===== config.mk =====
export PLATFORM = sky130hd
export DESIGN_NAME = mips_multicycle_seq_flat
export DESIGN_NICKNAME = d
export VERILOG_FILES = /design/src/rtl/mips_multicycle_seq_if.sv /design/src/rtl/mips_multicycle_seq.sv /design/src/flat_wrapper.sv
export SDC_FILE = /design/constraint.sdc
export NUM_CORES = 1
export LEC_CHECK = 0
export CAP_MARGIN = 20
export CORE_ASPECT_RATIO = 1.5
export CORE_UTILIZATION = 53
export DETAILED_ROUTE_END_ITERATION = 10
export GPL_TIMING_DRIVEN = 0
export PLACE_DENSITY = 0.89
export SKIP_CTS_REPAIR_TIMING = 1
export SYNTH_ARGS = -nofsm -noshare
export SYNTH_HDL_FRONTEND = slang
export SYNTH_SLANG_ARGS = --single-unit

===== constraint.sdc =====
create_clock -name clk -period 4.25 [get_ports clk]
set_input_delay 0.85 -clock clk [delete_from_list [all_inputs] [get_ports clk]]
set_output_delay 0.85 -clock clk [all_outputs]
set_load 0.03 [all_outputs]

===== src/rtl/mips_multicycle_seq_if.sv =====
// ---------------------------------------------------------------------------
// mips_multicycle_seq_if
//
// Bundles the signals between the multicycle sequencer and the MIPS datapath
// (instruction register, ALU, register file, unified memory).
//
// Memory handshake: the sequencer raises mem_read or mem_write and keeps
// the request (including iord) stable while mem_ready is low.  The access
// completes in the cycle where a request is active and mem_ready is high.
// mem_ready is ignored whenever no request is active.
//
// master : the sequencer (drives strobes/selects/status, reads IR opcode,
//          ALU zero flag and mem_ready)
// slave  : the datapath / memory side
// ---------------------------------------------------------------------------
interface mips_multicycle_seq_if;
    logic [5:0] opcode;
    logic       zero;
    logic       mem_ready;
    logic       mem_read;
    logic       mem_write;
    logic       iord;
    logic       ir_write;
    logic       pc_write;
    logic [1:0] pc_src;
    logic       reg_write;
    logic [1:0] reg_dst;
    logic [1:0] wb_sel;
    logic       alu_src_b;
    logic [2:0] alu_op;
    logic [2:0] state;
    logic       instr_done;
    logic       illegal;
    logic       mem_timeout;

    modport master (
        input  opcode, zero, mem_ready,
        output mem_read, mem_write, iord, ir_write, pc_write, pc_src,
               reg_write, reg_dst, wb_sel, alu_src_b, alu_op,
               state, instr_done, illegal, mem_timeout
    );

    modport slave (
        output opcode, zero, mem_ready,
        input  mem_read, mem_write, iord, ir_write, pc_write, pc_src,
               reg_write, reg_dst, wb_sel, alu_src_b, alu_op,
               state, instr_done, illegal, mem_timeout
    );
endinterface


===== src/rtl/mips_multicycle_seq.sv =====
// ---------------------------------------------------------------------------
// mips_multicycle_seq
//
// Multicycle sequencing controller for the basic MIPS core.  Steps one
// instruction at a time through FETCH / DECODE / EXEC / MEM / WB and issues
// Moore-decoded control strobes for the shared ALU, register file and
// single-port memory.  Stalls in FETCH and MEM until mem_ready.
//
// Ports:
//   clk    - clock, rising edge
//   reset  - asynchronous active-high reset; forces all write/read strobes low
//   bus    - mips_multicycle_seq_if.master (opcode/zero/mem_ready in,
//            control strobes, selects, alu_op, state, instr_done, illegal,
//            mem_timeout out)
//
// Parameter:
//   MEM_WAIT_MAX - consecutive stalled cycles in FETCH or MEM after which the
//                  sticky mem_timeout flag is set (4-bit stall counter)
//
// Optional feature macro:
//   MIPS_SEQ_JAL_EN - when defined, opcode 111001 is decoded as JAL; when
//                     undefined it is illegal and the $31 / PC write-back
//                     selects are never driven.
//
// ALU operation codes (ALUop_*) are kept local so the file stands alone;
// they must match the datapath's ALU decoder.
// ---------------------------------------------------------------------------
module mips_multicycle_seq #(
    parameter int unsigned MEM_WAIT_MAX = 15
) (
    input  logic                    clk,
    input  logic                    reset,
    mips_multicycle_seq_if.master   bus
);
    localparam logic [2:0] ALUop_ADD   = 3'b000;
    localparam logic [2:0] ALUop_SUB   = 3'b001;
    localparam logic [2:0] ALUop_AND   = 3'b010;
    localparam logic [2:0] ALUop_OR    = 3'b011;
    localparam logic [2:0] ALUop_LESS  = 3'b100;
    localparam logic [2:0] ALUop_RTYPE = 3'b111;

    localparam logic [5:0] OP_RTYPE = 6'b000000;
    localparam logic [5:0] OP_ADDI  = 6'b000010;
    localparam logic [5:0] OP_SUBI  = 6'b000011;
    localparam logic [5:0] OP_ANDI  = 6'b000100;
    localparam logic [5:0] OP_ORI   = 6'b000101;
    localparam logic [5:0] OP_SLTI  = 6'b000111;
    localparam logic [5:0] OP_LW    = 6'b001000;
    localparam logic [5:0] OP_SW    = 6'b010000;
    localparam logic [5:0] OP_BEQ   = 6'b100011;
    localparam logic [5:0] OP_BNE   = 6'b100111;
    localparam logic [5:0] OP_J     = 6'b111000;
`ifdef MIPS_SEQ_JAL_EN
    localparam logic [5:0] OP_JAL   = 6'b111001;
`endif

    localparam logic [4:0] WAIT_LIMIT = 5'(MEM_WAIT_MAX);

    typedef enum logic [2:0] {
        S_FETCH  = 3'd0,
        S_DECODE = 3'd1,
        S_EXEC   = 3'd2,
        S_MEM    = 3'd3,
        S_WB     = 3'd4
    } state_t;

    state_t     state_q, state_d;
    logic [5:0] op_q;
    logic [3:0] stall_cnt;
    logic       done_q, illegal_q, timeout_q;
    logic       retire_d, illegal_d, stalled;
    logic [4:0] stall_nxt;

    logic       mem_read_c, mem_write_c, ir_write_c, pc_write_c, reg_write_c;

    // Opcodes that continue from DECODE into EXEC.
    function automatic logic needs_exec(input logic [5:0] op);
        case (op)
            OP_RTYPE, OP_ADDI, OP_SUBI, OP_ANDI, OP_ORI, OP_SLTI,
            OP_LW, OP_SW, OP_BEQ, OP_BNE: needs_exec = 1'b1;
            default:                      needs_exec = 1'b0;
        endcase
    endfunction

    // Next state and Moore outputs.  DECODE looks at the live IR opcode;
    // EXEC/MEM/WB use op_q so later IR changes cannot disturb them.
    always_comb begin
        state_d       = state_q;
        retire_d      = 1'b0;
        illegal_d     = 1'b0;
        mem_read_c    = 1'b0;
        mem_write_c   = 1'b0;
        ir_write_c    = 1'b0;
        pc_write_c    = 1'b0;
        reg_write_c   = 1'b0;
        bus.iord      = 1'b0;
        bus.pc_src    = 2'd0;
        bus.reg_dst   = 2'd0;
        bus.wb_sel    = 2'd0;
        bus.alu_src_b = 1'b0;
        bus.alu_op    = 3'd0;

        case (state_q)
            S_FETCH: begin
                mem_read_c = 1'b1;
                if (bus.mem_ready) begin
                    ir_write_c = 1'b1;
                    pc_write_c = 1'b1;
                    state_d    = S_DECODE;
                end
            end
            S_DECODE: begin
                case (bus.opcode)
                    OP_J: begin
                        pc_write_c = 1'b1;
                        bus.pc_src = 2'd2;
                        state_d    = S_FETCH;
                        retire_d   = 1'b1;
                    end
`ifdef MIPS_SEQ_JAL_EN
                    OP_JAL: begin
                        pc_write_c  = 1'b1;
                        bus.pc_src  = 2'd2;
                        reg_write_c = 1'b1;
                        bus.reg_dst = 2'd2;
                        bus.wb_sel  = 2'd2;
                        state_d     = S_FETCH;
                        retire_d    = 1'b1;
                    end
`endif
                    default: begin
                        if (needs_exec(bus.opcode)) begin
                            state_d = S_EXEC;
                        end else begin
                            illegal_d = 1'b1;
                            state_d   = S_FETCH;
                        end
                    end
                endcase
            end
            S_EXEC: begin
                state_d = S_WB;
                case (op_q)
                    OP_RTYPE: bus.alu_op = ALUop_RTYPE;
                    OP_ADDI: begin bus.alu_op = ALUop_ADD;  bus.alu_src_b = 1'b1; end
                    OP_SUBI: begin bus.alu_op = ALUop_SUB;  bus.alu_src_b = 1'b1; end
                    OP_ANDI: begin bus.alu_op = ALUop_AND;  bus.alu_src_b = 1'b1; end
                    OP_ORI:  begin bus.alu_op = ALUop_OR;   bus.alu_src_b = 1'b1; end
                    OP_SLTI: begin bus.alu_op = ALUop_LESS; bus.alu_src_b = 1'b1; end
                    OP_LW, OP_SW: begin
                        bus.alu_op    = ALUop_ADD;
                        bus.alu_src_b = 1'b1;
                        state_d       = S_MEM;
                    end
                    OP_BEQ, OP_BNE: begin
                        bus.alu_op = ALUop_SUB;
                        bus.pc_src = 2'd1;
                        // op_q[2] separates BNE (100111) from BEQ (100011).
                        pc_write_c = op_q[2] ? !bus.zero : bus.zero;
                        state_d    = S_FETCH;
                        retire_d   = 1'b1;
                    end
                    default: state_d = S_FETCH;
                endcase
            end
            S_MEM: begin
                bus.iord    = 1'b1;
                mem_read_c  = (op_q == OP_LW);
                mem_write_c = (op_q == OP_SW);
                if (bus.mem_ready) begin
                    if (op_q == OP_LW) begin
                        state_d = S_WB;
                    end else begin
                        state_d  = S_FETCH;
                        retire_d = 1'b1;
                    end
                end
            end
            S_WB: begin
                reg_write_c = 1'b1;
                if (op_q == OP_RTYPE) bus.reg_dst = 2'd1;
                if (op_q == OP_LW)    bus.wb_sel  = 2'd1;
                state_d  = S_FETCH;
                retire_d = 1'b1;
            end
            default: state_d = S_FETCH;
        endcase
    end

    assign stalled   = ((state_q == S_FETCH) || (state_q == S_MEM)) && !bus.mem_ready;
    assign stall_nxt = {1'b0, stall_cnt} + 5'd1;

    always_ff @(posedge clk or posedge reset) begin
        if (reset) begin
            state_q   <= S_FETCH;
            op_q      <= 6'd0;
            stall_cnt <= 4'd0;
            done_q    <= 1'b0;
            illegal_q <= 1'b0;
            timeout_q <= 1'b0;
        end else begin
            state_q   <= state_d;
            done_q    <= retire_d;
            illegal_q <= illegal_d;
            if (state_q == S_DECODE) op_q <= bus.opcode;
            // Counter restarts on each fresh entry into a waiting state and
            // saturates rather than wrapping during very long stalls.
            if (((state_d == S_FETCH) || (state_d == S_MEM)) && (state_d != state_q)) begin
                stall_cnt <= 4'd0;
            end else if (stalled && (stall_cnt != 4'hF)) begin
                stall_cnt <= stall_nxt[3:0];
            end
            if (stalled && (stall_nxt >= WAIT_LIMIT)) timeout_q <= 1'b1;
        end
    end

    // Strobes are gated by reset directly so they fall without waiting for
    // the asynchronous state reset to propagate through the decode.
    assign bus.mem_read    = mem_read_c  && !reset;
    assign bus.mem_write   = mem_write_c && !reset;
    assign bus.ir_write    = ir_write_c  && !reset;
    assign bus.pc_write    = pc_write_c  && !reset;
    assign bus.reg_write   = reg_write_c && !reset;
    assign bus.state       = state_q;
    assign bus.instr_done  = done_q;
    assign bus.illegal     = illegal_q;
    assign bus.mem_timeout = timeout_q;
endmodule


===== src/flat_wrapper.sv =====
// flat-port wrapper written by rule: the top's interface ports become plain ports
module mips_multicycle_seq_flat 
#(
    parameter int unsigned MEM_WAIT_MAX = 15
)
  (clk, reset, bus_opcode, bus_zero, bus_mem_ready, bus_mem_read, bus_mem_write, bus_iord, bus_ir_write, bus_pc_write, bus_pc_src, bus_reg_write, bus_reg_dst, bus_wb_sel, bus_alu_src_b, bus_alu_op, bus_state, bus_instr_done, bus_illegal, bus_mem_timeout);
  mips_multicycle_seq_if bus_i ();
  input  logic clk;
  input  logic reset;
  input wire logic [$bits(bus_i.opcode)-1:0] bus_opcode;
  input wire logic [$bits(bus_i.zero)-1:0] bus_zero;
  input wire logic [$bits(bus_i.mem_ready)-1:0] bus_mem_ready;
  output wire logic [$bits(bus_i.mem_read)-1:0] bus_mem_read;
  output wire logic [$bits(bus_i.mem_write)-1:0] bus_mem_write;
  output wire logic [$bits(bus_i.iord)-1:0] bus_iord;
  output wire logic [$bits(bus_i.ir_write)-1:0] bus_ir_write;
  output wire logic [$bits(bus_i.pc_write)-1:0] bus_pc_write;
  output wire logic [$bits(bus_i.pc_src)-1:0] bus_pc_src;
  output wire logic [$bits(bus_i.reg_write)-1:0] bus_reg_write;
  output wire logic [$bits(bus_i.reg_dst)-1:0] bus_reg_dst;
  output wire logic [$bits(bus_i.wb_sel)-1:0] bus_wb_sel;
  output wire logic [$bits(bus_i.alu_src_b)-1:0] bus_alu_src_b;
  output wire logic [$bits(bus_i.alu_op)-1:0] bus_alu_op;
  output wire logic [$bits(bus_i.state)-1:0] bus_state;
  output wire logic [$bits(bus_i.instr_done)-1:0] bus_instr_done;
  output wire logic [$bits(bus_i.illegal)-1:0] bus_illegal;
  output wire logic [$bits(bus_i.mem_timeout)-1:0] bus_mem_timeout;
  assign bus_i.opcode = bus_opcode;
  assign bus_i.zero = bus_zero;
  assign bus_i.mem_ready = bus_mem_ready;
  assign bus_mem_read = bus_i.mem_read;
  assign bus_mem_write = bus_i.mem_write;
  assign bus_iord = bus_i.iord;
  assign bus_ir_write = bus_i.ir_write;
  assign bus_pc_write = bus_i.pc_write;
  assign bus_pc_src = bus_i.pc_src;
  assign bus_reg_write = bus_i.reg_write;
  assign bus_reg_dst = bus_i.reg_dst;
  assign bus_wb_sel = bus_i.wb_sel;
  assign bus_alu_src_b = bus_i.alu_src_b;
  assign bus_alu_op = bus_i.alu_op;
  assign bus_state = bus_i.state;
  assign bus_instr_done = bus_i.instr_done;
  assign bus_illegal = bus_i.illegal;
  assign bus_mem_timeout = bus_i.mem_timeout;
  mips_multicycle_seq #(.MEM_WAIT_MAX(MEM_WAIT_MAX)) u_core (.clk(clk), .reset(reset), .bus(bus_i));
endmodule

==> results.md, run 1 <==
* Routed wire length at roughly 3100 um
* Worst setup SP type: input port
* Clk sinks at 16
* Die span in y at 62.19 um
* R2R depth at 5
* Seq cells post-synth at 16
* Avg Cell Area, Syn at about 8 um2
* Multiplexer share of the synthesized area at 2.346%
* Compound-Gate Fraction of Synth Area at between 15 and 20%
* Reg-to-reg endpoint: u_core.stall_cnt[1]
* Worst-Skew Late Latency at about 0.30 ns
* Max VDD drop at 0.2821 mV
* 1st-pass router iterations at 4
* Flop-to-flop setup slack at 2.26 ns
* Fin crit period at 4.171 ns
* RD Place Congestion at 0.8304
* Cell Pwr Density at about 320 mW/mm2
* Critical path class: in -> out
* TritonCTS buffer count at 3
* Synthesized area at 0.001280 mm2
* Core footprint at 0.002260 mm2
* WL per Instance at 14.29 um
* Final WS setup at just under 0.08 ns
* Via count of the first global-routing pass at roughly 1300
* Max Freq at 239.8 MHz
* Share of the synthesized area in the top cell type at 31.28%
* Clock buffer depth at 2
* Synth Area in XOR/XNOR at 2.053%
* Vias at 1292
* Final hold viol count at 0
* GR peak layer: met2
* WP data arrival at 3.32 ns
* Clock Tree Root: clkbuf_4
* Setup TNS at 0 ns
* Synth Instances at 160
* Async SR Flop Fraction at 100.0%
* GRT Total Usage at 26.45%
* Commonest non-fill, non-tap cell in the layout: clkdlybuf4s50_1
* Critical Path RT at 3.40 ns
* Largest net degree at the start of global routing at 18
* Max Slew Vio Count at 0
* # diodes at 0
* Top cells by area, synth: dfrtp_1 (31%), nand2_1 (7.3%), nor3_1 (3.5%)
* CP Max Fanout at 5
* Overall Power at 0.5206 mW
* Site Rows at 21
* Simple-gate share of the synthesized area at 36.07%
* Worst Tran Pin Value at 0.8009 ns
* Met1 GRT Util at 30.17%
* Nets at between 200 and 250
* Met2 usage at 47.07%
* Worst setup EP type: output pin
* TritonCTS clock tree: built
* DIE AREA at 0.002620 mm2
* Maxcap violations at 0
* Synth Area in Adders at 1.955%
* Io pins at 32
* Unique masters post-synth at 49
* Setup violators final at 0
* Top_reg_cell synth: dfrtp_1
* Layout cells sized above 1 at 11.40%
* Seq/Total Area, Yosys at between 30 and 40%
* Critical path origin: bus_opcode[1]
* Number of routed nets with antenna violations at 0
* Number of antenna violations at the first check in global routing at 0
* Fill count at 191
* CTS H-tree depth at 1
* Starting DRT DRC Count at 27
* EDFF count, synth at 0
* Clock-pin transition on the worst setup and hold timing paths at 0.09 ns
* Slew HR at 46.20%
* Global route overflow at 0
* Residual DRC at 0
* Clock skew after layout at 0.008074 ns
* Largest family of logic cells by synthesized area: simple AND/OR/NAND/NOR gates
* HPWL Detailed at 2501 um
* Hold Path Class: reg -> reg
* M3 GR Usage at 4.070%
* Port bufs at 28
* Area Growth Syn to Fin at 27.37%
* Min Hold Slack at just under 0.5 ns
* RSZ-0062 raised after global routing: false
* Final Instance Area at between 0.0015 and 0.002 mm2
* End of the critical path: bus_pc_write
* Most frequent cells in the layout: clkdlybuf4s50_1 (28), nand2_1 (25), dfrtp_1 (16)
* Yosys warns at 0
* Initial Util at about 57%
* Status: finished, final reports clean
* Largest area contributor in the netlist: dfrtp_1
* Lkg Pwr at 0.6878 nW
* First-pass GRT wire length at ~5600 um
* Setup WS pre-CTS at 0.1103 ns
* Placed inst area at 0.001594 mm2
* Worst R2R Start: u_core.bus.state[0]
* DIE WIDTH at 42.13 um
* Fin crit share at 98.14%
* Vias per Instance at about 6
-- worst min-delay path by stage --
stage	from	endpoint	slack (ns)	cells after the start
detailed placement	u_core.bus.mem_timeout	u_core.bus.mem_timeout	0.48	2
global placement	u_core.bus.mem_timeout	u_core.bus.mem_timeout	0.47	2
CTS	u_core.bus.mem_timeout	u_core.bus.mem_timeout	0.50	2
global route	u_core.bus.mem_timeout	u_core.bus.mem_timeout	0.55	2
floorplan	u_core.op_q[3]	u_core.op_q[3]	0.51	2
finish	u_core.bus.mem_timeout	u_core.bus.mem_timeout	0.49	2
-- metrics by stage --
step | cells | utilization [%]
2_1_floorplan | 161 | -
3_3_place_gp | 212 | 70.54
3_5_place_dp | 212 | 70.54
4_1_cts | 216 | 72.15
5_1_grt | 216 | 72.15
6_report | 216 | 72.15
-- synthesized netlist by cell type (2+ instances only) --
cell type  number
a2111oi_0       2
a211oi_1        3
a21o_1          2
a21oi_1         5
a31oi_1         6
and3_1          2
and3b_2         2
buf_2           4
buf_4           2
clkbuf_1        4
dfrtp_1        16
ha_1            2
inv_1           6
mux2i_1         3
nand2_1        25
nand2b_1        6
nand3_1         6
nor2_1         11
nor2b_1         2
nor3_1          9
nor3_2          2
nor3b_1         2
o21ai_0         4
or2_2           4
or3_1           4
or3b_1          2
xnor2_1         2
-- cell type report --
cell class	instances	area [um2]	area share [%]
multi-input combinational	128	800.8	49.12
clock buffer	4	36.28	2.226
inverter	6	22.52	1.381
timing repair buffer	28	280.3	17.19
buffer	11	61.31	3.761
tap	23	28.78	1.765
sequential	16	400.4	24.56
-- report_power, final --
part | total (mW) | internal (mW) | switching, mW | leakage, nW
Sequential | 0.193 | 0.173 | 0.0197 | 0.209
Clock | 0.104 | 0.0523 | 0.0518 | 0.0210
Combinational | 0.223 | 0.0953 | 0.128 | 0.458
Total | 0.521 | 0.321 | 0.200 | 0.688
-- worst max-delay path, cell delays in order --
cell	delay [ns]
clkdlybuf4s50_1	0.48
or3_1	0.43
nor3_2	0.28
a31oi_1	0.07
a2111oi_1	0.46
clkdlybuf4s50_1	0.75
-- state kept, by name, indices dropped and copies added, names as in the netlist --
register / cells
u_core.bus.state: 3
u_core.bus.illegal: 1
u_core.bus.instr_done: 1
u_core.op_q: 6
u_core.stall_cnt: 4
u_core.bus.mem_timeout: 1
-- routing by layer --
metal,part of all wire [%],vias up
li1,-,632
met2,57,30
met1,39,623
met5,0,-
met3,3.3,7
met4,1.6,0
-- cell families (layout without fill, tap and decap cells) --
logic type,count (synthesis),count (layout)
adder cells (fa/ha/maj),2,2
buffers and inverters,17,49
other,1,2
XOR/XNOR,3,3
multiplexers,3,3
flip-flops,16,16
AO/OA/AOI/OAI,33,33
AND/OR/NAND/NOR,85,85
Note: power is estimated with default switching activity, not from simulation.
==> run 2: changes to the inputs <==
--- a/config.mk
+++ b/config.mk
@@ -5,10 +5,11 @@
 export SDC_FILE = /design/constraint.sdc
 export NUM_CORES = 1
 export LEC_CHECK = 0
-export CAP_MARGIN = 20
+export CAP_MARGIN = 10
 export CORE_ASPECT_RATIO = 1.5
 export CORE_UTILIZATION = 53
 export DETAILED_ROUTE_END_ITERATION = 10
+export GPL_ROUTABILITY_DRIVEN = 0
 export GPL_TIMING_DRIVEN = 0
 export PLACE_DENSITY = 0.89
 export SKIP_CTS_REPAIR_TIMING = 1
==> results of run 2 <==
The final DEF is identical to that of run 1; final timing and power are the same.
==> run 3: changes to the inputs <==
--- a/config.mk
+++ b/config.mk
@@ -8,10 +8,12 @@
 export CAP_MARGIN = 10
 export CORE_ASPECT_RATIO = 1.5
 export CORE_UTILIZATION = 53
+export CTS_CLUSTER_DIAMETER = 200
 export DETAILED_ROUTE_END_ITERATION = 10
 export GPL_ROUTABILITY_DRIVEN = 0
 export GPL_TIMING_DRIVEN = 0
 export PLACE_DENSITY = 0.89
+export RECOVER_POWER = 50
 export SKIP_CTS_REPAIR_TIMING = 1
 export SYNTH_ARGS = -nofsm -noshare
 export SYNTH_HDL_FRONTEND = slang
==> run 3 against run 2 <==
Design area shrank 1.5%. Fmax down 0.10%. Register-to-register slack got worse by 0.19 ns. Final cell count stayed put. Clock-buffer cell count unchanged. Non-clock buffer count unchanged. Largest power group unchanged.
==> results.md, run 3 (same netlist as run 1, synthesis figures left out) <==
* Setup TNS at 0 ns
* # diodes at 0
* Max Freq at 239.5 MHz
* Vias per Instance at approximately 6
* Fin util at around 71%
* Commonest non-fill, non-tap cell in the layout: clkdlybuf4s50_1
* Lkg Pwr at 0.6782 nW
* Number of flip-flops in the largest register at 6
* DIE WIDTH at approximately 42 um
* First-pass GRT wire length at 5609 um
* Clock buffer depth at 2
* Number of antenna violations at the first check in global routing at 0
* Final Instance Area at 0.001605 mm2
* 1st-pass router iterations at 6
* Area Growth Syn to Fin at 25.42%
* GRT Total Usage at 26.45%
* Max VDD drop at 0.2820 mV
* Setup WS pre-CTS at about 0.11 ns
* Core footprint at 0.002260 mm2
* Crit-path cells: clkdlybuf4s50_1 > or3_1 > nor3_2 > a31oi_1 > a2111oi_1 > clkdlybuf4s50_1
* Worst-Skew Late Latency at 0.30 ns
* Most frequent cells in the layout: clkdlybuf4s50_1 (27), nand2_1 (25), dfrtp_1 (16)
* Routed wire length at 3108 um
* Final hold viol count at 0
* CP Max Fanout at 5
* Io pins at 32
* Final WS setup at 0.07486 ns
* Vias at 1305
* Site Rows at 21
* Largest net degree at the start of global routing at 18
* Critical Path RT at approximately 3.4 ns
* Critical path class: in -> out
* Clk sinks at 16
* Port bufs at 28
* Die span in y at a little over 60 um
* WL per Instance at roughly 14 um
* Fin crit share at 98.24%
* Nets at 206
* Placed inst area at 0.001594 mm2
* Worst stage delay on the critical path at 0.75 ns
* Maxcap violations at 0
* Worst setup SP type: input port
* Starting DRT DRC Count at 33
* Overall Power at 0.5149 mW
* Slew HR at 46.01%
* Layout cells sized above 1 at 9.326%
* Residual DRC at 0
* CTS H-tree depth at 1
* Hold Path Class: reg -> reg
* Fin crit period at 4.175 ns
* TritonCTS clock tree: built
* Status: finished, final reports clean
* Cell mode on critical path: clkdlybuf4s50_1
* HPWL Detailed at 2501 um
* Max Slew Vio Count at 0
* Slowest-stage cell, CP: clkdlybuf4s50_1
* Via count of the first global-routing pass at 1348
* Global route overflow at 0
* Cell Pwr Density at 320.7 mW/mm2
* TritonCTS buffer count at 3
* Biggest register: u_core.op_q
* Clock-pin transition on the worst setup and hold timing paths at 0.09 ns
* Initial Util at 56.64%
* Clock skew after layout at 0.01106 ns
* Setup violators final at 0
* DIE AREA at 0.002620 mm2
* Number of routed nets with antenna violations at 0
* RSZ-0062 raised after global routing: false
* Worst Tran Pin Value at 0.8037 ns
* Worst setup EP type: output pin
* Clock Tree Root: clkbuf_4
* WP data arrival at about 3.3 ns
run 3: final cells by class:
class / instances / area, um2
inverters: 6 / 22.52
clock buffers: 4 / 36.28
plain buffers: 11 / 58.81
well taps: 23 / 28.78
repair buffers: 28 / 280.3
flip-flops and latches: 16 / 400.4
fillers: 198 / 654.4
multi-input cells: 128 / 778.2
run 3: final timing paths:
check / slack (ns) / end / cells past startpoint / from
max: 0.07 / bus_pc_write / 6 / bus_opcode[1]
min: 0.49 / u_core.bus.mem_timeout / 2 / u_core.bus.mem_timeout
max reg2reg: 2.07 / u_core.stall_cnt[1] / 5 / u_core.bus.state[0]
min reg2reg: 0.49 / u_core.bus.mem_timeout / 2 / u_core.bus.mem_timeout
max in group asynchronous: 2.69 / u_core.op_q[3] / 2 / reset
min in group asynchronous: 1.15 / u_core.bus.instr_done / 2 / reset
run 3: metal layers:
layer  global-route usage (%)  routed length [um]  share of wire, %
met3                    4.070                 117               3.8
met5                        0                   0                 0
met2                    47.07                1720                55
met1                    30.17                1211                39
met4                    12.11                  58               1.9
run 3: through the flow:
step                hold WS [ns]  cells
floorplan                 0.5091    161
global placement          0.4674    212
detailed placement        0.4766    212
CTS                       0.4985    216
global route              0.5547    216
finish                    0.4933    216
run 3: report_power, final:
| part | internal, mW | total (mW) | leakage [nW] | switching (mW) |
|---|---|---|---|---|
| Clock | 0.0523 | 0.105 | 0.0210 | 0.0530 |
| Sequential | 0.173 | 0.193 | 0.209 | 0.0196 |
| Combinational | 0.0906 | 0.216 | 0.448 | 0.126 |
| Total | 0.316 | 0.515 | 0.678 | 0.199 |
run 3: worst max-delay path: cells and delay by family:
family	cells	cell delay, ns
simple gates	2	0.70
compound gates	2	0.54
buf+inv	2	1.22
==> edit: new RTL, flow settings as in run 3 <==
`MEM_WAIT_MAX` is set to 15 in 2 places; all go to 7.
--- a/src/rtl/mips_multicycle_seq.sv
+++ b/src/rtl/mips_multicycle_seq.sv
@@ -27,5 +27,5 @@
 // ---------------------------------------------------------------------------
 module mips_multicycle_seq #(
-    parameter int unsigned MEM_WAIT_MAX = 15
+    parameter int unsigned MEM_WAIT_MAX = 7
 ) (
     input  logic                    clk,
--- a/src/flat_wrapper.sv
+++ b/src/flat_wrapper.sv
@@ -2,5 +2,5 @@
 module mips_multicycle_seq_flat 
 #(
-    parameter int unsigned MEM_WAIT_MAX = 15
+    parameter int unsigned MEM_WAIT_MAX = 7
 )
   (clk, reset, bus_opcode, bus_zero, bus_mem_ready, bus_mem_read, bus_mem_write, bus_iord, bus_ir_write, bus_pc_write, bus_pc_src, bus_reg_write, bus_reg_dst, bus_wb_sel, bus_alu_src_b, bus_alu_op, bus_state, bus_instr_done, bus_illegal, bus_mem_timeout);
Check against the original RTL: not equivalent (a bounded check fails within 10 cycles, from zero or initial values and one cycle with reset high).
==> edit against run 3 <==
- clock skew shrank 6.6 ps
- sequential cell count is the same
- final area shrank 4.1%
- global-route usage shrank 0.49 points
- sequential power grew 21%
- utilization grew 2.2 points
- count of clock-buffer cells in the layout is the same
- total power grew 37%
- setup slack gained 140 ps
- area after synthesis shrank 4.8%
- via count shrank 6.7%
- routed wire length shrank 5.5%
==> edit: results (changes against run 3) <==
GR Layer Usage met3 4.40% (+0.33 points); gr usage total 26.0% (-0.49 points); drt first pass iters 5 (-1); vias 1217 (-6.7%); post-synthesis cell type count 48 (-2.0%); global-route wire length before repair 4490 um (-20%); met2 wire len 1580 um (-8.3%); Slew HR 37.8% (-8.2 points); GRT met1 Usage 28.0% (-2.2 points); Crit path largest cell delay 720 ps (-30 ps); fraction of layout cells with a size suffix above 1 12.7% (+3.4 points); area post-placement 1520 sq um (-4.6%); Worst Skew 4.42 ps (-6.64 ps); grt met2 use 45.3% (-1.8 points); synth top area cells dfrtp_1, nor2_1, mux2_2, a21oi_1, nand2_1; Port-buffer cells 27 (-3.6%); synthesized area per cell 8.18 sq um (+2.2%); FF-to-FF path depth 6 (+1); Routed met1 length 1170 um (-3.4%); WP data arrival 3190 ps (-140 ps); Peak VDD IR 0.343 mV (+22%); Worst R2R Setup Slack 1980 ps (-90 ps); Pint 403 uW (+27%); status complete, no violations; DR WL met3 113 um (-3.4%); hold path depth 1 (-1)
[edit: changes by cell type after synthesis, moves of 4 or more]
cell     delta
a21oi_1     +6
a31oi_1     -4
mux2_2      +5
nand2_1    -11
nor2_1     +12
or2_2       -4
or3_1       -4
[edit: cells by family (layout without fill, tap and decap cells)]
family	after synthesis	in the layout	synth area share (%)
buffers and inverters	16	47	6.78
DFF	16	16	32.9
other	1	2	0.308
and+or+nand+nor	74	74	32.4
adders and majority gates	2	2	2.05
xor gates and xnor gates	2	2	1.44
muxes	6	6	5.44
AOI/OAI and AO/OA	32	32	18.7
[edit: final timing paths]
| kind | startpoint | end |
|---|---|---|
| min in group asynchronous | reset | u_core.op_q[4] |
| setup / recovery | bus_opcode[1] | bus_pc_write |
| max in group asynchronous | reset | u_core.stall_cnt[1] |
| hold reg to reg | u_core.bus.mem_timeout | u_core.bus.mem_timeout |
| setup reg to reg | u_core.op_q[2] | u_core.stall_cnt[2] |
| hold / removal | u_core.bus.mem_timeout | u_core.bus.mem_timeout |
[edit: final cells by class]
cell class / instances / area, sq um
Multi-Input combinational cell: 118 / 729
Fill cell: 186 / 563
Sequential cell: 16 / 400
Timing Repair Buffer: 27 / 270
Buffer: 11 / 56.3
Clock buffer: 4 / 36.3
Tap cell: 22 / 27.5
Inverter: 5 / 18.8
[edit: power groups by stage]
| stage | Clock [mW] | Combinational (mW) | Sequential (mW) |
|---|---|---|---|
| global placement | 0 | 0.361 | 0.232 |
| finish | 0.104 | 0.367 | 0.233 |
| detailed placement | 0 | 0.376 | 0.236 |
| floorplan | 0 | 0.268 | 0.247 |
| CTS | 0.105 | 0.378 | 0.233 |
| global route | 0.109 | 0.408 | 0.237 |
